## src/rtl/tartaruga_pkg.sv

```systemverilog
// Shared types for the tartaruga core front end.
package tartaruga_pkg;

  typedef logic [31:0] bus32_t;

  typedef struct packed {
    bus32_t pc;
    bus32_t instr;
  } fetch_entry_t;

  localparam bus32_t RESET_PC_DEFAULT = 32'h0000_0000;

endpackage

```

## src/rtl/fetch_fifo.sv

```systemverilog
// Synchronous FIFO of fetch entries with flush; storage cleared on reset.
module fetch_fifo import tartaruga_pkg::*; #(
  parameter int unsigned Depth = 4,
  localparam int unsigned PtrW = $clog2(Depth),
  localparam int unsigned CntW = PtrW + 1
) (
  input  logic            clk_i,
  input  logic            rst_i,
  input  logic            flush_i,
  input  logic            push_i,
  input  fetch_entry_t    push_data_i,
  input  logic            pop_i,
  output logic [CntW-1:0] count_o,
  output fetch_entry_t    head_o
);

  logic [PtrW-1:0] r_wr_ptr;
  logic [PtrW-1:0] r_rd_ptr;
  logic [CntW-1:0] r_cnt;
  fetch_entry_t    r_mem [Depth];

  // Flush wins over push/pop in the same cycle; pointers wrap naturally (Depth is 2^n).
  always_ff @(posedge clk_i) begin
    if (rst_i) begin
      r_wr_ptr <= '0;
      r_rd_ptr <= '0;
      r_cnt    <= '0;
      for (int i = 0; i < int'(Depth); i++) r_mem[i] <= '0;
    end else if (flush_i) begin
      r_wr_ptr <= '0;
      r_rd_ptr <= '0;
      r_cnt    <= '0;
    end else begin
      if (push_i) begin
        r_mem[r_wr_ptr] <= push_data_i;
        r_wr_ptr        <= r_wr_ptr + PtrW'(1);
      end
      if (pop_i) r_rd_ptr <= r_rd_ptr + PtrW'(1);
      if (push_i && !pop_i) begin
        r_cnt <= r_cnt + CntW'(1);
      end else if (pop_i && !push_i) begin
        r_cnt <= r_cnt - CntW'(1);
      end
    end
  end

  assign count_o = r_cnt;
  assign head_o  = r_mem[r_rd_ptr];

endmodule

```

## src/rtl/fetch_unit.sv

```systemverilog
// Instruction-fetch front end: credit-limited request issue, in-order response
// buffering and redirect with drop counting of stale in-flight responses.
module fetch_unit import tartaruga_pkg::*; #(
  parameter bus32_t      RESET_PC   = RESET_PC_DEFAULT,
  parameter int unsigned FIFO_DEPTH = 4
) (
  input  logic   clk_i,
  input  logic   rst_i,
  input  logic   redirect_valid_i,
  input  bus32_t redirect_pc_i,
  output logic   imem_req_valid_o,
  input  logic   imem_req_ready_i,
  output bus32_t imem_req_addr_o,
  input  logic   imem_rsp_valid_i,
  input  bus32_t imem_rsp_data_i,
  output logic   instr_valid_o,
  input  logic   instr_ready_i,
  output bus32_t instr_o,
  output bus32_t pc_o
);

  localparam int unsigned CntW = $clog2(FIFO_DEPTH) + 1;

  bus32_t          r_fetch_pc;
  bus32_t          r_rsp_pc;
  logic [CntW-1:0] r_inflight;
  logic [CntW-1:0] r_drop_cnt;

  logic [CntW-1:0] w_fifo_cnt;
  logic [CntW:0]   w_credit_sum;
  logic            w_credit_ok;
  logic            w_req_fire;
  logic            w_push;
  logic            w_pop;
  logic            w_rsp_dec;
  bus32_t          w_redirect_pc;
  fetch_entry_t    w_push_data;
  fetch_entry_t    w_head;

  // Buffered plus outstanding never exceeds the FIFO depth, so a push always has room.
  assign w_credit_sum  = {1'b0, w_fifo_cnt} + {1'b0, r_inflight};
  assign w_credit_ok   = w_credit_sum < (CntW + 1)'(FIFO_DEPTH);
  assign w_redirect_pc = redirect_pc_i & ~32'h3;

  assign imem_req_valid_o = !rst_i && !redirect_valid_i && w_credit_ok;
  assign imem_req_addr_o  = r_fetch_pc;
  assign w_req_fire       = imem_req_valid_o && imem_req_ready_i;

  assign w_push = imem_rsp_valid_i && !redirect_valid_i && (r_drop_cnt == '0);
  assign w_push_data = '{pc: r_rsp_pc, instr: imem_rsp_data_i};

  assign instr_valid_o = !rst_i && !redirect_valid_i && (w_fifo_cnt != '0);
  assign w_pop         = instr_valid_o && instr_ready_i;
  assign instr_o       = w_head.instr;
  assign pc_o          = w_head.pc;

  assign w_rsp_dec = imem_rsp_valid_i;

  always_ff @(posedge clk_i) begin
    if (rst_i) begin
      r_fetch_pc <= RESET_PC;
      r_rsp_pc   <= RESET_PC;
      r_inflight <= '0;
      r_drop_cnt <= '0;
    end else if (redirect_valid_i) begin
      // A response landing in the redirect cycle is itself stale and already retired here.
      r_fetch_pc <= w_redirect_pc;
      r_rsp_pc   <= w_redirect_pc;
      r_inflight <= r_inflight - CntW'(w_rsp_dec);
      r_drop_cnt <= r_inflight - CntW'(w_rsp_dec);
    end else begin
      if (w_req_fire) r_fetch_pc <= r_fetch_pc + 32'd4;
      r_inflight <= r_inflight + CntW'(w_req_fire) - CntW'(w_rsp_dec);
      if (imem_rsp_valid_i) begin
        if (r_drop_cnt != '0) begin
          r_drop_cnt <= r_drop_cnt - CntW'(1);
        end else begin
          r_rsp_pc <= r_rsp_pc + 32'd4;
        end
      end
    end
  end

  fetch_fifo #(
    .Depth(FIFO_DEPTH)
  ) u_fifo (
    .clk_i      (clk_i),
    .rst_i      (rst_i),
    .flush_i    (redirect_valid_i),
    .push_i     (w_push),
    .push_data_i(w_push_data),
    .pop_i      (w_pop),
    .count_o    (w_fifo_cnt),
    .head_o     (w_head)
  );

endmodule

```

## config.mk

```make
export PLATFORM = sky130hd
export DESIGN_NAME = fetch_unit
export DESIGN_NICKNAME = d
export VERILOG_FILES = /design/src/rtl/tartaruga_pkg.sv /design/src/rtl/fetch_fifo.sv /design/src/rtl/fetch_unit.sv
export SDC_FILE = /design/constraint.sdc
export NUM_CORES = 1
export LEC_CHECK = 0
export ABC_AREA = 1
export BUFFER_PORTS_ARGS = -buffer_cell sky130_fd_sc_hd__buf_2
export CORE_MARGIN = 2
export CORE_UTILIZATION = 60
export CTS_CLUSTER_SIZE = 16
export DETAILED_ROUTE_END_ITERATION = 6
export GPL_ROUTABILITY_DRIVEN = 0
export HOLD_SLACK_MARGIN = 0.02
export PLACE_DENSITY = 0.81
export SLEW_MARGIN = 20
export SYNTH_ARGS = -nofsm -noshare
export SYNTH_HDL_FRONTEND = slang
export SYNTH_SLANG_ARGS = --single-unit
```

## constraint.sdc

```tcl
create_clock -name clk_i -period 22.4 [get_ports clk_i]
set_input_delay 5.6 -clock clk_i [delete_from_list [all_inputs] [get_ports clk_i]]
set_output_delay 5.6 -clock clk_i [all_outputs]
set_load 0.01 [all_outputs]
```

== Word level (Yosys, flattened, before mapping) ==
Memories as Yosys holds them, arrays and structs flattened. A register that Yosys moved wholly into a read port is not among the register bits.
Cells that the tools add are included.
Word-level totals
  register bits: 77
  output and inout port bits: 98
  logic and storage cells: 71
  memories kept: 1
  RAM bits: 256
  bits of input ports: 70
Cells by class
  muxes and demuxes: 22
  bitwise operators: 1
  reduce and logical (&&, ||, !) cells: 25
  $lt $le $gt $ge: 1
  add/sub/neg operators: 11
  eq/ne operators: 1
Memory list
  u_fifo.r_mem: words 4, width 64, rd ports 1, clocked after Yosys merged registers in 1, wr ports 4, line fetch_fifo.sv:20  | fetch_entry_t r_mem [Depth];
Operators with widths (number)
  32-bit 2-to-1 mux: 5
  32-bit by 3-bit adder with 32-bit output (second input constant): 2
  64-bit 2-to-1 mux: 1
  64-bit OR reduction: 1
  3-bit 2-to-1 mux: 6
  1-bit logical AND: 9
  2-bit nonzero test: 4
  1-bit 2-to-1 mux: 7
  2-bit 2-to-1 mux: 3
  2-bit AND reduction: 3
  3-bit nonzero test: 2
  3-bit by 1-bit subtractor with 3-bit output: 2
  3-bit by 1-bit subtractor with 3-bit output (second input constant): 2
  2-bit by 1-bit adder with 2-bit output (second input constant): 2
  3-bit by 3-bit adder with 4-bit output: 1
  1-bit logical NOT: 4
  4-bit by 3-bit less-than comparator with 1-bit output (second input constant): 1
  3-bit by 1-bit adder with 3-bit output: 1
  3-bit by 1-bit adder with 3-bit output (second input constant): 1
  3-bit logical NOT: 1
  2-bit inequality test (second input constant): 1
  2-bit OR reduction: 1
  1-bit inverter: 1

== Longest topological paths before layout ==
  word-level depth: 9
  mapped depth: 14
  depth with buffers taken out: 13

== By module ==
A second synthesis with hierarchy kept.
Second synthesis, totals
  cells, all modules: 1853
  area, all modules: 16030.4 µm²
Modules (own cells, without submodules)
  fetch_fifo: instances 1, cells each 1086, area each 11496.0 µm², sequential area each 7867.5 µm²
  fetch_unit: instances 1, cells each 767, area each 4534.3 µm², sequential area each 1321.3 µm²

== Worst setup path before layout ==
No wires, ideal clock.
  path type: input to output
  start: input port rst_i
  end: output port instr_valid_o
  cell stages on the path: 3
  setup slack: 10.733 ns
  data required time: 16.800 ns
  buffers on the path: 0
  arrival time: 6.067 ns
  cells stage by stage: nor2_4 > inv_1 > a31oi_1
Between the ends
  longest elaborated chain between the ends: 3
Ends and longest elaborated chain
  start, declared: line fetch_unit.sv:8  | input logic rst_i,
  1-bit logical NOT: line fetch_unit.sv:52  | assign instr_valid_o = !rst_i && !redirect_valid_i && (w_fifo_cnt != '0);
  1-bit logical AND (2 in series): line fetch_unit.sv:52
  end, declared: line fetch_unit.sv:16  | output logic instr_valid_o,
No other way between the ends.

== Worst setup path in the final report ==
Same ends and word-level chain as after synthesis.

==> impl_metrics.env <==
export IMPL_status="finished, final reports clean"
export IMPL_clock_latency_ps=530
export IMPL_cts_sinks=323
export IMPL_die_x_um=164
export IMPL_viasPerCell=5.80
export IMPL_async_flop_share_pct=0
export IMPL_layoutNonFillerInstCount=2221
export IMPL_path_clk_slew_ps=60
export IMPL_port_buffers=161
export IMPL_num_rows=58
export IMPL_worst_pin_slew_ps=982
export IMPL_finalCriticalPeriod_ps=12600
export IMPL_layout_drive_gt1_share_pct=14.4
export IMPL_cts_tree="done"
export IMPL_min_period_over_period_pct=56.2
export IMPL_hp_class="reg2reg"
export IMPL_place_ws_ps=9830
export IMPL_slew_viol_final=0
export IMPL_cts_root_buffer="clkbuf_16"
export IMPL_cp_start_kind="primary input"
export IMPL_placed_area_mm2=0.0163
export IMPL_crit_type="in2out"
export IMPL_coreArea_mm2=0.0252
export IMPL_drt_iter0_drc=1486
export IMPL_cts_repair_resized=0
export IMPL_synth_ff_type="edfxtp_1"
export IMPL_io_pins=168
export IMPL_end_kind="output port"
export IMPL_gr_usage_all_layers_pct=28.8
export IMPL_cts_setup_buffers=0
export IMPL_finalHoldViolations=0
export IMPL_gr_total_overflow=0
export IMPL_wl_met2_mm=19.0
export IMPL_timing_max_cap_violations=0
export IMPL_layout_commonest_cell="nor2_1"
export IMPL_hold_buffers=0
export IMPL_final_area_mm2=0.0176
export IMPL_syn_area_per_cell_um2=8.83
export IMPL_met3_length_mm=3.66
export IMPL_fmax_mhz=79.4
export IMPL_dp_cells=2158
export IMPL_finalSetupViolations=0
export IMPL_dr_pass1_iters=6
export IMPL_wl_per_cell_um=17.6
export IMPL_ys_seq_elements=323
export IMPL_syn_area_mm2=0.0154
export IMPL_holdPathStages=2
export IMPL_antenna_found_initial=0
export IMPL_ys_seq_area_share_pct=58.2
export IMPL_fillers=1877
export IMPL_wl_met1_mm=15.3
export IMPL_dieHeight_um=164
export IMPL_path_max_fanout=48
export IMPL_worstRegToRegCells=11
export IMPL_antenna_cells=0
export IMPL_critPathArrivalTime_ps=7000
export IMPL_hpwl_mm=23.0
export IMPL_grt_start_max_net_pins=101
export IMPL_cp_required_ps=16800
export IMPL_finClkSkew_ps=24.1
export IMPL_ant_nets=0
export IMPL_cts_buffers_inserted=35
export IMPL_htreeDepth=2
export IMPL_regArea_mm2=0.00895
export IMPL_dr_max_layer_used="met4"
export IMPL_die_area_mm2=0.0269
export IMPL_totalWireLength_mm=39.2
export IMPL_layout_nets=1948
export IMPL_syn2layout_area_growth_pct=14.2
export IMPL_rsz0062_at_grt="false"
export IMPL_ir_drop_mv=0.0526
export IMPL_finalWorstSetupSlack_ps=9800
export IMPL_multi_input_area_mm2=0.00537
export IMPL_final_cell_mix="nor2_1, edfxtp_1, nand2_1, o21ai_0, inv_1"
export IMPL_post_route_drc_count=0
export IMPL_synthCells=1741
export IMPL_initial_core_util_pct=61.0
export IMPL_timing_hold_ws_ps=494
export IMPL_slew_headroom_pct=34.4
export IMPL_ys_warn_count=0
export IMPL_netlist_cell_type_count=41
export IMPL_tns_ps=0
export IMPL_clockBufferDepth=3
export IMPL_power_density_mw_per_mm2=81.4
export IMPL_p_leak_nw=7.13
export IMPL_grt_pass1_vias=12435
export IMPL_via_count=12886
export IMPL_grt_pass1_wl_mm=60.8
export IMPL_synth_enable_flop_cells=248
-- sequential cells by signal (all words and copies together) (netlist names), named ones only --
signal / flops
imem_req_addr_o: 30
r_drop_cnt: 3
r_inflight: 3
r_rsp_pc: 30
u_fifo.count_o: 3
u_fifo.r_mem: 248
u_fifo.r_rd_ptr: 2
u_fifo.r_wr_ptr: 2
-- critical path, stage by stage --
cell	delay, ps
buf_2	90
buf_4	290
nor2_4	460
inv_1	170
a31oi_1	180
buf_2	160
-- stage by stage --
stage	util [%]	total power [mW]
floorplan	-	0.785
global placement	64.9	0.827
detailed placement	64.9	0.832
CTS	69.7	1.43
global route	69.7	1.47
finish	69.7	1.43
-- power breakdown --
part	total (mW)	internal (mW)	switching, mW
Sequential	0.693	0.677	0.0163
Clock	0.607	0.372	0.235
Combinational	0.129	0.0373	0.0915
Total	1.43	1.09	0.343
-- cell families after synthesis --
family / after synthesis / share of synthesized area [%]
flops: 323 / 58.2
fa+ha+maj: 13 / 1.16
xor+xnor: 16 / 0.912
simple gates: 788 / 21.2
buf+inv: 274 / 7.11
other cells: 1 / 0.0244
compound gates: 326 / 11.4
-- routing by layer --
| layer | GRT usage [%] | up-vias |
|---|---|---|
| met1 | 37.1 | 6026 |
| met4 | 12.7 | 0 |
| met5 | 0 | - |
| li1 | - | 6059 |
| met3 | 3.89 | 105 |
| met2 | 48.9 | 696 |
-- Yosys cell counts, drive strengths merged, types with 2 or more instances --
library cell / instances / share of area [%]
a21oi: 54 / 1.8
nand4: 8 / 0.33
xor2: 15 / 0.85
o21ai: 189 / 6.2
nand3: 75 / 2.5
fa: 2 / 0.26
o31ai: 5 / 0.24
nor3: 33 / 1.1
dfxtp: 75 / 9.8
buf: 32 / 1.2
a31oi: 10 / 0.41
inv: 181 / 4.4
or2: 3 / 0.12
o211ai: 2 / 0.098
clkbuf: 60 / 1.5
o22ai: 62 / 2.5
nand2: 237 / 5.9
edfxtp: 248 / 48
ha: 11 / 0.90
nor2: 428 / 11
-- final timing paths --
path,to,from,slack (ps)
max,instr_valid_o,rst_i,9800
min,r_drop_cnt[1],r_drop_cnt[1],490
max reg2reg,u_fifo.r_mem[2][36],r_drop_cnt[0],19200
min reg2reg,r_drop_cnt[1],r_drop_cnt[1],490
-- final cells by class --
type	count	area share, %
flip-flops and latches	323	51.0
clock inverters	25	1.83
multi-input cells	1147	30.6
repair buffers	176	5.23
clock buffers	38	5.11
well taps	330	2.35
inverters	182	3.90
(Power assumes the default switching activity.)
